### src/rtl/i2s_pkg.sv
// Shared I2S frame constants and lock-state encoding, common to the clock master and follower.
package i2s_pkg;

    localparam int unsigned FRAME_BITS = 64;
    localparam int unsigned HALF_FRAME = 32;
    localparam int unsigned POSN_W     = 6;

    typedef logic [POSN_W-1:0] posn_t;

    typedef enum logic [1:0] {
        ST_UNALIGNED,
        ST_ALIGNED,
        ST_LOCKED
    } lock_state_t;

    // Frame position constant truncated to the counter width
    function automatic posn_t posn_const(input int unsigned v);
        return posn_t'(v);
    endfunction

    localparam posn_t POSN_LAST = posn_const(FRAME_BITS - 1);
    localparam posn_t POSN_HALF = posn_const(HALF_FRAME);

endpackage

### src/rtl/i2s_edge_sync.sv
// Multi-flop synchronizer for one asynchronous I2S line, plus a history flop and
// registered rise/fall strobes. o_level is the history flop, so it lines up with the strobes.
module i2s_edge_sync
    import i2s_pkg::*;
#(
    parameter int unsigned SYNC_STAGES = 2
) (
    input  logic i_ck,
    input  logic i_rst,
    input  logic i_async,
    output logic o_level,
    output logic o_rise,
    output logic o_fall
);

    logic [SYNC_STAGES-1:0] r_sync;
    logic                   r_hist;
    logic                   r_rise;
    logic                   r_fall;
    logic                   w_synced;

    assign w_synced = r_sync[SYNC_STAGES-1];

    // Synchronize the input, keep one cycle of history and register the edge strobes
    always_ff @(posedge i_ck) begin
        if (i_rst) begin
            r_sync <= '0;
            r_hist <= 1'b0;
            r_rise <= 1'b0;
            r_fall <= 1'b0;
        end else begin
            r_sync <= {r_sync[SYNC_STAGES-2:0], i_async};
            r_hist <= w_synced;
            r_rise <= w_synced & ~r_hist;
            r_fall <= ~w_synced & r_hist;
        end
    end

    assign o_level = r_hist;
    assign o_rise  = r_rise;
    assign o_fall  = r_fall;

endmodule

### src/rtl/i2s_clock_follower.sv
// I2S clock follower: recovers the 64-bit L/R frame position from an externally
// mastered sck/ws pair, checks frame structure and reports lock.
// Optional feature macro: I2S_FOLLOWER_TIMEOUT_EN (idle-sck timeout drops lock and alignment).
module i2s_clock_follower
    import i2s_pkg::*;
#(
    parameter int unsigned SYNC_STAGES = 2,
    parameter int unsigned LOCK_FRAMES = 2,
    parameter int unsigned TIMEOUT     = 255
) (
    input  logic              i_ck,
    input  logic              i_rst,
    input  logic              i_sck_in,
    input  logic              i_ws_in,
    output logic              o_sck_rise,
    output logic              o_sck_fall,
    output logic              o_ws,
    output logic [POSN_W-1:0] o_frame_posn,
    output logic              o_frame_start,
    output logic              o_locked,
    output logic              o_error
);

    logic        w_sck_rise;
    logic        w_sck_fall;
    logic        w_sck_level_unused;
    logic        w_ws_level;
    logic        w_ws_rise_unused;
    logic        w_ws_fall_unused;

    logic        r_sck_rise;
    logic        r_sck_fall;
    logic        r_ws;
    posn_t       r_posn;
    logic        r_frame_start;
    logic        r_locked;
    logic        r_error;
    lock_state_t r_state;
    logic [3:0]  r_count;
    logic        r_saw_half;
    logic        r_resync;

    posn_t       w_posn_inc;
    logic        w_ws_fall;
    logic        w_ws_rise;
    logic        w_checking;
    logic        w_violation;
    logic        w_good;
    logic [3:0]  w_count_next;

`ifdef I2S_FOLLOWER_TIMEOUT_EN
    logic [7:0]  r_idle;
`else
    localparam int unsigned TIMEOUT_UNUSED = TIMEOUT;
`endif

    i2s_edge_sync #(.SYNC_STAGES(SYNC_STAGES)) u_sck_sync (
        .i_ck    (i_ck),
        .i_rst   (i_rst),
        .i_async (i_sck_in),
        .o_level (w_sck_level_unused),
        .o_rise  (w_sck_rise),
        .o_fall  (w_sck_fall)
    );

    i2s_edge_sync #(.SYNC_STAGES(SYNC_STAGES)) u_ws_sync (
        .i_ck    (i_ck),
        .i_rst   (i_rst),
        .i_async (i_ws_in),
        .o_level (w_ws_level),
        .o_rise  (w_ws_rise_unused),
        .o_fall  (w_ws_fall_unused)
    );

    assign w_posn_inc   = r_posn + 1'b1;
    assign w_ws_fall    = r_ws & ~w_ws_level;
    assign w_ws_rise    = ~r_ws & w_ws_level;
    assign w_checking   = (r_state != ST_UNALIGNED) && !r_resync;
    assign w_violation  = w_checking && (
                              (w_ws_fall && (r_posn != POSN_LAST)) ||
                              (w_ws_rise && (w_posn_inc != POSN_HALF)) ||
                              (!w_ws_fall && (r_posn == POSN_LAST)));
    assign w_good       = w_checking && w_ws_fall && (r_posn == POSN_LAST) && r_saw_half;
    assign w_count_next = (r_count == 4'hF) ? r_count : r_count + 4'd1;

    // Frame counter, framing checker and lock FSM, all advanced on synchronized sck rise
    always_ff @(posedge i_ck) begin
        if (i_rst) begin
            r_sck_rise    <= 1'b0;
            r_sck_fall    <= 1'b0;
            r_ws          <= 1'b0;
            r_posn        <= '0;
            r_frame_start <= 1'b0;
            r_locked      <= 1'b0;
            r_error       <= 1'b0;
            r_state       <= ST_UNALIGNED;
            r_count       <= '0;
            r_saw_half    <= 1'b0;
            r_resync      <= 1'b0;
`ifdef I2S_FOLLOWER_TIMEOUT_EN
            r_idle        <= '0;
`endif
        end else begin
            r_sck_rise    <= w_sck_rise;
            r_sck_fall    <= w_sck_fall;
            r_frame_start <= 1'b0;
            r_error       <= 1'b0;
            if (w_sck_rise) begin
                r_ws          <= w_ws_level;
                r_posn        <= w_ws_fall ? '0 : w_posn_inc;
                r_frame_start <= w_ws_fall;
                if (w_violation) begin
                    r_error    <= 1'b1;
                    r_locked   <= 1'b0;
                    r_state    <= ST_ALIGNED;
                    r_count    <= '0;
                    r_saw_half <= 1'b0;
                    // A violation on a 1->0 edge has already realigned the counter;
                    // any other violation suppresses checks until the next 1->0 edge.
                    r_resync   <= ~w_ws_fall;
                end else if (w_ws_fall) begin
                    r_saw_half <= 1'b0;
                    r_resync   <= 1'b0;
                    if (r_state == ST_UNALIGNED) begin
                        r_state <= ST_ALIGNED;
                    end else if (w_good) begin
                        r_count <= w_count_next;
                        if (w_count_next >= 4'(LOCK_FRAMES)) begin
                            r_state  <= ST_LOCKED;
                            r_locked <= 1'b1;
                        end
                    end
                end else if (w_ws_rise && w_checking) begin
                    r_saw_half <= 1'b1;
                end
            end
`ifdef I2S_FOLLOWER_TIMEOUT_EN
            if (w_sck_rise || w_sck_fall) begin
                r_idle <= '0;
            end else if (r_idle != 8'hFF) begin
                r_idle <= r_idle + 8'd1;
                if (r_idle == 8'(TIMEOUT - 1)) begin
                    r_error    <= 1'b1;
                    r_locked   <= 1'b0;
                    r_state    <= ST_UNALIGNED;
                    r_count    <= '0;
                    r_saw_half <= 1'b0;
                    r_resync   <= 1'b0;
                end
            end
`endif
        end
    end

    assign o_sck_rise    = r_sck_rise;
    assign o_sck_fall    = r_sck_fall;
    assign o_ws          = r_ws;
    assign o_frame_posn  = r_posn;
    assign o_frame_start = r_frame_start;
    assign o_locked      = r_locked;
    assign o_error       = r_error;

endmodule

### config.mk
export PLATFORM = sky130hd
export DESIGN_NAME = i2s_clock_follower
export DESIGN_NICKNAME = d
export VERILOG_FILES = /design/src/rtl/i2s_pkg.sv /design/src/rtl/i2s_edge_sync.sv /design/src/rtl/i2s_clock_follower.sv
export SDC_FILE = /design/constraint.sdc
export NUM_CORES = 1
export LEC_CHECK = 0
export CAP_MARGIN = 20
export CORE_MARGIN = 2
export CORE_UTILIZATION = 47
export CTS_CLUSTER_SIZE = 28
export DETAILED_ROUTE_END_ITERATION = 8
export PLACE_DENSITY = 0.69
export SETUP_SLACK_MARGIN = 0.2
export SYNTH_ARGS = -nofsm -noshare
export SYNTH_HDL_FRONTEND = slang
export SYNTH_SLANG_ARGS = --single-unit
### constraint.sdc
create_clock -name i_ck -period 1.8 [get_ports i_ck]
set_input_delay 0.36 -clock i_ck [delete_from_list [all_inputs] [get_ports i_ck]]
set_output_delay 0.36 -clock i_ck [all_outputs]
set_load 0.01 [all_outputs]
==> flow_results.xml, run 1 <==
<?xml version="1.0" encoding="UTF-8"?>
<metrics>
  <group name="critical_path">
    <metric name="worstPathMaxFanout" unit="">3</metric>
    <metric name="worst_ep_arrival_time" unit="ns">1.87</metric>
    <metric name="setup.worst_path.end_class" unit="">register</metric>
    <metric name="crit_required" unit="ns">2.05</metric>
    <metric name="worstSetupStartpointType" unit="">register</metric>
    <metric name="criticalPathCategory" unit="">register to register</metric>
  </group>
  <group name="global_route">
    <metric name="globalRouteOverflowTotal" unit="">0</metric>
    <metric name="grt_start_max_net_pins" unit="">17</metric>
    <metric name="total_track_usage" unit="">0.195</metric>
    <metric name="global_route_wire_length_before_repair" unit="µm">5000</metric>
    <metric name="antenna_found_initial" unit="">0</metric>
    <metric name="vias_in_the_first_global_route" unit="">1148</metric>
  </group>
  <group name="floorplanning">
    <metric name="initial_core_util" unit="">0.493</metric>
    <metric name="floorplan.core_area" unit="mm²">0.00273</metric>
    <metric name="die_w" unit="µm">57.5</metric>
    <metric name="dieArea" unit="mm²">0.00331</metric>
    <metric name="die-height" unit="µm">57.5</metric>
    <metric name="ioPinCount" unit="">16</metric>
    <metric name="rows" unit="">19</metric>
  </group>
  <group name="timing">
    <metric name="finalClockSkew" unit="ns">0.00589</metric>
    <metric name="rsz0062_at_grt" unit="">yes</metric>
    <metric name="tightest_slew_margin_relative_to_the_limit" unit="">0.735</metric>
    <metric name="setup_violations" unit="">0</metric>
    <metric name="hold_violations" unit="">0</metric>
    <metric name="tightestPinTransition" unit="ns">0.396</metric>
    <metric name="maxSlewViolCount" unit="">0</metric>
    <metric name="period_share" unit="">0.899</metric>
    <metric name="achievable-frequency" unit="MHz">618</metric>
    <metric name="post-route-min-period" unit="ns">1.62</metric>
    <metric name="fin_tns_setup" unit="ns">0</metric>
  </group>
  <group name="pwr">
    <metric name="irDropWorstVdd" unit="µV">578</metric>
    <metric name="power_leakage" unit="nW">0.763</metric>
    <metric name="cellPowerDensity" unit="mW/mm²">612</metric>
    <metric name="power" unit="mW">1.09</metric>
  </group>
  <group name="drt">
    <metric name="final_antenna_net_count" unit="">0</metric>
    <metric name="drt_first_iter_violations" unit="">37</metric>
    <metric name="detail_route.first_pass.iterations" unit="">4</metric>
    <metric name="drt_wl_total" unit="µm">3040</metric>
    <metric name="met3_wl" unit="µm">118</metric>
    <metric name="route.layer.met1.wl" unit="µm">1370</metric>
    <metric name="detailroute.wirelength.met2" unit="µm">1480</metric>
    <metric name="vias_post_dr" unit="">1222</metric>
    <metric name="drcViolationCount" unit="">0</metric>
    <metric name="top_layer_in_use" unit="">met4</metric>
    <metric name="drt-wirelength-per-cell" unit="µm">14.1</metric>
    <metric name="vias_per_cell" unit="">5.68</metric>
  </group>
  <group name="synthesis">
    <metric name="synth.avg_cell_area" unit="µm²">8.75</metric>
    <metric name="yosysTopAreaCellShare" unit="">0.416</metric>
    <metric name="netlist_area" unit="mm²">0.00135</metric>
    <metric name="synth_seq_cells" unit="">28</metric>
    <metric name="ys_async_sr_fraction" unit="">0</metric>
    <metric name="synth-main-ff-cell" unit="">dfxtp_1</metric>
    <metric name="syn-num-nets" unit="">161</metric>
    <metric name="number_of_warnings_issued_by_yosys" unit="">0</metric>
    <metric name="ys_types" unit="">42</metric>
    <metric name="synth-edff-count" unit="">0</metric>
    <metric name="synthCells" unit="">154</metric>
    <metric name="seq_total_area_yosys" unit="">0.416</metric>
    <metric name="synth.largest_area_cell" unit="">dfxtp_1</metric>
    <metric name="synthTopCellsByArea" unit="">dfxtp_1 (42%), a21oi_1 (4.8%), nor2b_1 (4.6%)</metric>
  </group>
  <group name="placed_design">
    <metric name="hpwlAfterDp" unit="µm">1970</metric>
    <metric name="finalWeightedCongestion" unit="">0.899</metric>
    <metric name="detailed_place.area" unit="mm²">0.00154</metric>
    <metric name="port_buffers" unit="">15</metric>
  </group>
  <group name="clock_network">
    <metric name="clk_pin_slew_worst_paths" unit="ns">0.15</metric>
    <metric name="ctsLongestPathBuffers" unit="">2</metric>
    <metric name="clk_latency" unit="ns">0.33</metric>
    <metric name="tritoncts_clock_tree" unit="">done</metric>
    <metric name="clock-root-buffer" unit="">clkbuf_4</metric>
    <metric name="numCtsBuffers" unit="">3</metric>
    <metric name="ctsHoldBuffers" unit="">0</metric>
    <metric name="cts.sink_count" unit="">28</metric>
    <metric name="cts.htree.levels" unit="">1</metric>
  </group>
  <group name="finish">
    <metric name="finish.utilization" unit="">0.650</metric>
    <metric name="drive_gt1_frac" unit="">0.250</metric>
    <metric name="final_design_area_no_fill" unit="mm²">0.00178</metric>
    <metric name="syn2layout_area_growth" unit="%">31.8</metric>
    <metric name="ant_cells" unit="">0</metric>
    <metric name="final_net_count" unit="">192</metric>
  </group>
  <group name="job">
    <metric name="drv.max_cap_violation_count" unit="">0</metric>
  </group>
  <group name="run_status">
    <metric name="outcome" unit="">completed</metric>
  </group>
  <group name="min_path">
    <metric name="worst_hold_path_type" unit="">register to register</metric>
  </group>
</metrics>
final timing paths:
kind                         from  cells past startpoint  slack [ns]           endpoint
max               o_frame_posn[4]                      5        0.18         r_state[0]
max reg2reg       o_frame_posn[4]                      5        0.18         r_state[0]
min          u_sck_sync.r_sync[1]                      1        0.42  u_sck_sync.o_fall
min reg2reg  u_sck_sync.r_sync[1]                      1        0.42  u_sck_sync.o_fall
kinds of logic (layout without fill, tap and decap cells):
logic type | after synthesis | in the layout | share of synthesized area
AOI/OAI and AO/OA | 38 | 38 | 0.185
adders and majority gates | 3 | 3 | 0.0279
buffers and inverters | 9 | 39 | 0.0483
DFF | 28 | 28 | 0.416
muxes | 3 | 3 | 0.0223
and+or+nand+nor | 73 | 73 | 0.301
through the flow:
stage | hold slack, ns | cells | setup WS [ns]
2_1_floorplan | 0.383 | 154 | 0.204
3_3_place_gp | 0.390 | 200 | 0.148
3_5_place_dp | 0.405 | 200 | 0.0941
4_1_cts | 0.427 | 213 | 0.164
5_1_grt | 0.440 | 215 | 0.129
6_report | 0.420 | 215 | 0.181
cell type report:
| class | count | area (µm²) |
|---|---|---|
| Clock buffer | 3 | 22.5 |
| Clock inverter | 1 | 30.0 |
| Fill cell | 210 | 957 |
| Inverter | 4 | 15.0 |
| Multi-Input combinational cell | 117 | 808 |
| Sequential cell | 28 | 588 |
| Tap cell | 31 | 38.8 |
| Timing Repair Buffer | 31 | 274 |
placed cells by master (no fill, tap or decap), drive strengths merged, types with 4 or more instances in the layout:
cell           count
dfxtp             28
nor2              16
buf               16
a21oi             13
nand2             11
nor2b             10
nor3               8
o21ai              8
clkdlybuf4s50      6
dlygate4sd2        6
and3               6
nand3              5
inv                4
nor3b              4
sequential cells by signal (all words and copies together), names as in the netlist, 2 cells and up:
signal             cells
o_frame_posn           6
r_count                4
r_state                2
u_sck_sync.r_sync      2
u_ws_sync.r_sync       2
critical path, cell delays in order (launching register included):
cell,delay [ns]
dfxtp_4,0.38
or3b_4,0.41
o21ai_4,0.18
a2111oi_4,0.09
o221a_2,0.30
o21a_1,0.18
per-layer routing:
| metal | track usage | vias up |
|---|---|---|
| met5 | 0 | - |
| met4 | 0.123 | 0 |
| met3 | 0.0317 | 6 |
| met2 | 0.323 | 27 |
| met1 | 0.232 | 575 |
| li1 | - | 614 |
where the power goes:
part	switching (mW)	total, mW	internal, mW
clock network	0.181	0.407	0.225
registers	0.00869	0.629	0.620
logic	0.0264	0.0515	0.0251
cells in the mapped netlist (3+ instances only):
master,instances
and3_1,4
nor4_1,3
nor3_1,6
ha_1,3
dfxtp_1,28
nand4_1,3
nand2_1,11
a21oi_1,13
nand3_1,5
nor2b_1,10
nor2_1,16
mux2i_1,3
nor3b_1,4
inv_1,4
o21ai_0,5
repair_timing:
item	in CTS	in global routing
gates cloned	0	0
pin swaps	9	10
buffers inserted	9	2
resized for setup	27	10
endpoints found under the setup margin	18	13
No activity file was read; power rests on OpenSTA's default activity.
==> run 2: changes to the inputs <==
REMOVE_ABC_BUFFERS = 1   (was default)
==> flow_results.xml, run 2 (synthesis results as in run 1) <==
<?xml version="1.0" encoding="UTF-8"?>
<metrics>
  <group name="finish">
    <metric name="most-common-layout-cells" unit="">dfxtp_1 (21), nor2_1 (16), buf_4 (14)</metric>
    <metric name="layout_commonest_cell" unit="">dfxtp_1</metric>
    <metric name="drive_gt1_frac" unit="">0.246</metric>
    <metric name="multi_input_combinational_cell_area" unit="µm²">827</metric>
    <metric name="finish.utilization" unit="">0.652</metric>
    <metric name="final_net_count" unit="">191</metric>
    <metric name="ant_cells" unit="">0</metric>
    <metric name="nFillCells" unit="">217</metric>
    <metric name="final-seq-area" unit="µm²">579</metric>
    <metric name="flip_flop_count_of_the_largest_register_after_layout" unit="">6</metric>
    <metric name="syn2layout_area_growth" unit="%">32.3</metric>
  </group>
  <group name="clock_network">
    <metric name="clock-root-buffer" unit="">clkbuf_4</metric>
    <metric name="cts.sink_count" unit="">28</metric>
    <metric name="ctsLongestPathBuffers" unit="">2</metric>
    <metric name="tritoncts_clock_tree" unit="">done</metric>
    <metric name="cts.htree.levels" unit="">1</metric>
    <metric name="numCtsBuffers" unit="">3</metric>
    <metric name="clk_pin_slew_worst_paths" unit="ns">0.15</metric>
    <metric name="clk_latency" unit="ns">0.34</metric>
    <metric name="ctsHoldBuffers" unit="">0</metric>
  </group>
  <group name="run_status">
    <metric name="outcome" unit="">completed</metric>
  </group>
  <group name="floorplanning">
    <metric name="die_w" unit="µm">57.5</metric>
    <metric name="ioPinCount" unit="">16</metric>
    <metric name="die-height" unit="µm">57.5</metric>
    <metric name="floorplan.core_area" unit="mm²">0.00273</metric>
    <metric name="initial_core_util" unit="">0.493</metric>
    <metric name="rows" unit="">19</metric>
    <metric name="dieArea" unit="mm²">0.00331</metric>
  </group>
  <group name="critical_path">
    <metric name="worstSetupStartpointType" unit="">register</metric>
    <metric name="worst_ep_arrival_time" unit="ns">1.88</metric>
    <metric name="criticalPathCategory" unit="">register to register</metric>
    <metric name="setup.worst_path.end_class" unit="">register</metric>
    <metric name="worstPathMaxFanout" unit="">3</metric>
    <metric name="crit_required" unit="ns">2.05</metric>
  </group>
  <group name="drt">
    <metric name="drcViolationCount" unit="">0</metric>
    <metric name="detail_route.first_pass.iterations" unit="">4</metric>
    <metric name="drt_wl_total" unit="µm">3200</metric>
    <metric name="drt_first_iter_violations" unit="">56</metric>
    <metric name="drt-wirelength-per-cell" unit="µm">15.0</metric>
    <metric name="vias_post_dr" unit="">1237</metric>
    <metric name="final_antenna_net_count" unit="">0</metric>
    <metric name="vias_per_cell" unit="">5.78</metric>
  </group>
  <group name="min_path">
    <metric name="worst_hold_path_type" unit="">register to register</metric>
  </group>
  <group name="global_route">
    <metric name="vias_in_the_first_global_route" unit="">1190</metric>
    <metric name="globalRouteOverflowTotal" unit="">0</metric>
    <metric name="grt_start_max_net_pins" unit="">17</metric>
    <metric name="global_route_wire_length_before_repair" unit="µm">5290</metric>
    <metric name="total_track_usage" unit="">0.204</metric>
    <metric name="antenna_found_initial" unit="">0</metric>
  </group>
  <group name="timing">
    <metric name="tightestPinTransition" unit="ns">0.399</metric>
    <metric name="finalClockSkew" unit="ns">0.00539</metric>
    <metric name="post-route-worst-setup-slack" unit="ns">0.165</metric>
    <metric name="maxSlewViolCount" unit="">0</metric>
    <metric name="post-route-min-period" unit="ns">1.64</metric>
    <metric name="period_share" unit="">0.909</metric>
    <metric name="achievable-frequency" unit="MHz">612</metric>
    <metric name="hold_violations" unit="">0</metric>
    <metric name="rsz0062_at_grt" unit="">yes</metric>
    <metric name="fin_tns_setup" unit="ns">0</metric>
    <metric name="tightest_slew_margin_relative_to_the_limit" unit="">0.733</metric>
    <metric name="setup_violations" unit="">0</metric>
  </group>
  <group name="placed_design">
    <metric name="placement_stage_worst_setup_slack" unit="ns">0.0718</metric>
    <metric name="port_buffers" unit="">15</metric>
    <metric name="hpwlAfterDp" unit="µm">2120</metric>
    <metric name="finalWeightedCongestion" unit="">0.866</metric>
  </group>
  <group name="pwr">
    <metric name="irDropWorstVdd" unit="µV">473</metric>
    <metric name="power_leakage" unit="nW">0.787</metric>
    <metric name="power" unit="mW">1.10</metric>
    <metric name="cellPowerDensity" unit="mW/mm²">617</metric>
  </group>
  <group name="job">
    <metric name="drv.max_cap_violation_count" unit="">0</metric>
  </group>
</metrics>
## run 2: worst max-delay path: stages, from the launching register on
cell and delay (ns):
dfxtp_4 0.39, or3b_4 0.39, o21ai_4 0.19, o211ai_1 0.15, and3_4 0.21, a32o_1 0.21
## run 2: worst paths after layout
path | startpoint | to | slack [ns] | cells after the start
worst min register to register | u_sck_sync.r_sync[1] | u_sck_sync.o_fall | 0.42 | 1
worst max-delay path | o_frame_posn[3] | r_count[0] | 0.16 | 5
worst min-delay path | u_sck_sync.r_sync[1] | u_sck_sync.o_fall | 0.42 | 1
worst max register to register | o_frame_posn[3] | r_count[0] | 0.16 | 5
## run 2: power by group
group	switching (mW)	leakage [nW]	internal (mW)	total [mW]
Combinational	0.0282	0.527	0.0263	0.0544
Clock	0.190	0.0279	0.226	0.415
Sequential	0.00694	0.232	0.624	0.631
## run 2: layout make-up
| type | count | area share |
|---|---|---|
| multi-input cells | 117 | 0.464 |
| inverters | 4 | 0.00842 |
| flip-flops and latches | 28 | 0.325 |
| clock inverters | 1 | 0.0168 |
| repair buffers | 30 | 0.152 |
| clock buffers | 3 | 0.0126 |
| well taps | 31 | 0.0218 |
## run 2: timing repair
action / CTS / global route
endpoints found under the setup margin: 14 / 14
gates cloned: 0 / 0
setup buffers: 5 / 1
pin swaps: 3 / 13
gates resized for setup: 26 / 16
## run 2: through the flow
| step | hold WS, ns | std cells | instance area [µm²] |
|---|---|---|---|
| finish | 0.424 | 214 | 1780 |
| floorplan | 0.383 | 149 | 1300 |
| global route | 0.455 | 214 | 1780 |
| detailed placement | 0.408 | 204 | 1550 |
| CTS | 0.428 | 213 | 1690 |
| global placement | 0.393 | 204 | 1550 |
## run 2: routing by layer
layer	part of all wire	routed length [µm]	up-vias	GRT usage
met5	0	0	-	0
met4	0.025	80	0	0.103
met3	0.043	138	11	0.0295
met2	0.50	1590	43	0.339
met1	0.43	1390	571	0.256
li1	-	-	612	-
==> run 3: changes to the inputs <==
PLACE_DENSITY = 0.73   (was 0.69)
==> flow_results.xml, run 3 (synthesis results as in run 1) <==
<?xml version="1.0" encoding="UTF-8"?>
<metrics>
  <group name="run_status">
    <metric name="outcome" unit="">completed</metric>
  </group>
  <group name="floorplanning">
    <metric name="ioPinCount" unit="">16</metric>
    <metric name="initial_core_util" unit="">0.493</metric>
    <metric name="floorplan.core_area" unit="mm²">0.00273</metric>
    <metric name="rows" unit="">19</metric>
    <metric name="die_w" unit="µm">57.5</metric>
    <metric name="dieArea" unit="mm²">0.00331</metric>
    <metric name="die-height" unit="µm">57.5</metric>
  </group>
  <group name="critical_path">
    <metric name="worstPathMaxFanout" unit="">3</metric>
    <metric name="worst_ep_arrival_time" unit="ns">1.87</metric>
    <metric name="crit_path_max_incr_delay" unit="ns">0.41</metric>
    <metric name="crit_family" unit="">simple AND/OR/NAND/NOR gates</metric>
    <metric name="cp_cell_sequence" unit="">or3b_4 &gt; o21ai_4 &gt; o211ai_1 &gt; and3_1 &gt; a32o_1</metric>
    <metric name="worstPathBufferInverterCount" unit="">0</metric>
    <metric name="crit_required" unit="ns">2.04</metric>
    <metric name="slowest_stage" unit="">or3b_4</metric>
    <metric name="criticalPathCategory" unit="">register to register</metric>
    <metric name="worst-r2r-setup-slack" unit="ns">0.17</metric>
    <metric name="worstSetupStartpointType" unit="">register</metric>
    <metric name="setup.worst_path.end_class" unit="">register</metric>
  </group>
  <group name="timing">
    <metric name="hold_violations" unit="">0</metric>
    <metric name="achievable-frequency" unit="MHz">614</metric>
    <metric name="fin_tns_setup" unit="ns">0</metric>
    <metric name="finalClockSkew" unit="ns">0.00162</metric>
    <metric name="tightest_slew_margin_relative_to_the_limit" unit="">0.794</metric>
    <metric name="tightestPinTransition" unit="ns">0.308</metric>
    <metric name="setup_violations" unit="">0</metric>
    <metric name="rsz0062_at_grt" unit="">yes</metric>
    <metric name="maxSlewViolCount" unit="">0</metric>
    <metric name="period_share" unit="">0.905</metric>
    <metric name="post-route-worst-setup-slack" unit="ns">0.172</metric>
    <metric name="post-route-min-period" unit="ns">1.63</metric>
  </group>
  <group name="drt">
    <metric name="drt-wirelength-per-cell" unit="µm">14.7</metric>
    <metric name="final_antenna_net_count" unit="">0</metric>
    <metric name="detail_route.first_pass.iterations" unit="">6</metric>
    <metric name="vias_post_dr" unit="">1221</metric>
    <metric name="drcViolationCount" unit="">0</metric>
    <metric name="drt_first_iter_violations" unit="">44</metric>
    <metric name="vias_per_cell" unit="">5.76</metric>
    <metric name="drt_wl_total" unit="µm">3110</metric>
  </group>
  <group name="pwr">
    <metric name="power_leakage" unit="nW">0.766</metric>
    <metric name="cellPowerDensity" unit="mW/mm²">641</metric>
    <metric name="irDropWorstVdd" unit="µV">547</metric>
  </group>
  <group name="finish">
    <metric name="nFillCells" unit="">239</metric>
    <metric name="ant_cells" unit="">0</metric>
    <metric name="final_net_count" unit="">189</metric>
    <metric name="syn2layout_area_growth" unit="%">26.8</metric>
    <metric name="final_cell_count_no_fill" unit="">212</metric>
    <metric name="most-common-layout-cells" unit="">dfxtp_1 (22), nor2_1 (16), a21oi_1 (13), buf_4 (13)</metric>
    <metric name="layout_commonest_cell" unit="">dfxtp_1</metric>
    <metric name="flip_flop_count_of_the_largest_register_after_layout" unit="">6</metric>
    <metric name="drive_gt1_frac" unit="">0.215</metric>
  </group>
  <group name="placed_design">
    <metric name="dpl.cell_count" unit="">206</metric>
    <metric name="hpwlAfterDp" unit="µm">2200</metric>
    <metric name="port_buffers" unit="">15</metric>
    <metric name="placement_stage_worst_setup_slack" unit="ns">0.164</metric>
    <metric name="finalWeightedCongestion" unit="">0.890</metric>
  </group>
  <group name="clock_network">
    <metric name="clk_latency" unit="ns">0.32</metric>
    <metric name="cts.htree.levels" unit="">1</metric>
    <metric name="ctsLongestPathBuffers" unit="">2</metric>
    <metric name="clock-root-buffer" unit="">clkbuf_4</metric>
    <metric name="numCtsBuffers" unit="">3</metric>
    <metric name="cts.sink_count" unit="">28</metric>
    <metric name="tritoncts_clock_tree" unit="">done</metric>
    <metric name="clk_pin_slew_worst_paths" unit="ns">0.15</metric>
  </group>
  <group name="global_route">
    <metric name="antenna_found_initial" unit="">0</metric>
    <metric name="global_route_wire_length_before_repair" unit="µm">5080</metric>
    <metric name="grt_start_max_net_pins" unit="">17</metric>
    <metric name="total_track_usage" unit="">0.198</metric>
    <metric name="globalRouteOverflowTotal" unit="">0</metric>
    <metric name="vias_in_the_first_global_route" unit="">1134</metric>
  </group>
  <group name="min_path">
    <metric name="worst_hold_path_type" unit="">register to register</metric>
  </group>
  <group name="job">
    <metric name="drv.max_cap_violation_count" unit="">0</metric>
  </group>
</metrics>
[run 3: final cells by class]
type                    instances  area (µm²)  share of cell area
multi-input cells             117         772               0.452
flip-flops and latches         28         576               0.337
repair buffers                 28         255               0.149
well taps                      31        38.8              0.0227
clock inverters                 1        30.0              0.0176
clock buffers                   3        22.5              0.0132
inverters                       4        15.0             0.00878
[run 3: through the flow]
stage	instance area, µm²	power [mW]	util	hold WS [ns]
finish	1710	1.09	0.625	0.425
floorplan	1300	0.671	-	0.383
CTS	1650	1.11	0.604	0.425
detailed placement	1570	0.703	0.574	0.401
global route	1710	1.14	0.625	0.446
global placement	1570	0.702	0.574	0.393
[run 3: path summary, 6_finish.rpt]
| check | startpoint | end | depth (start not counted) |
|---|---|---|---|
| hold / removal | u_sck_sync.o_level | u_sck_sync.o_rise | 1 |
| setup reg to reg | o_frame_posn[3] | r_count[0] | 5 |
| setup / recovery | o_frame_posn[3] | r_count[0] | 5 |
| hold reg to reg | u_sck_sync.o_level | u_sck_sync.o_rise | 1 |
[run 3: repair_timing]
| item | 4_1_cts | 5_1_grt |
|---|---|---|
| hold buffers | 0 | 0 |
| pin swaps | 3 | 6 |
| buffers inserted | 2 | 0 |
| resized for setup | 17 | 16 |
| endpoints found under the setup margin | 16 | 16 |
[run 3: where the power goes]
part | switching (mW) | leakage [nW] | internal (mW)
Combinational | 0.0268 | 0.507 | 0.0261
Sequential | 0.00841 | 0.231 | 0.626
Clock | 0.183 | 0.0279 | 0.225
[run 3: layer usage]
layer | part of all wire | vias up | wire (µm) | track usage
li1 | - | 614 | - | -
met1 | 0.43 | 583 | 1340 | 0.232
met2 | 0.53 | 20 | 1650 | 0.354
met3 | 0.027 | 4 | 83 | 0.0363
met4 | 0.0093 | 0 | 29 | 0.0764
met5 | 0 | - | 0 | 0
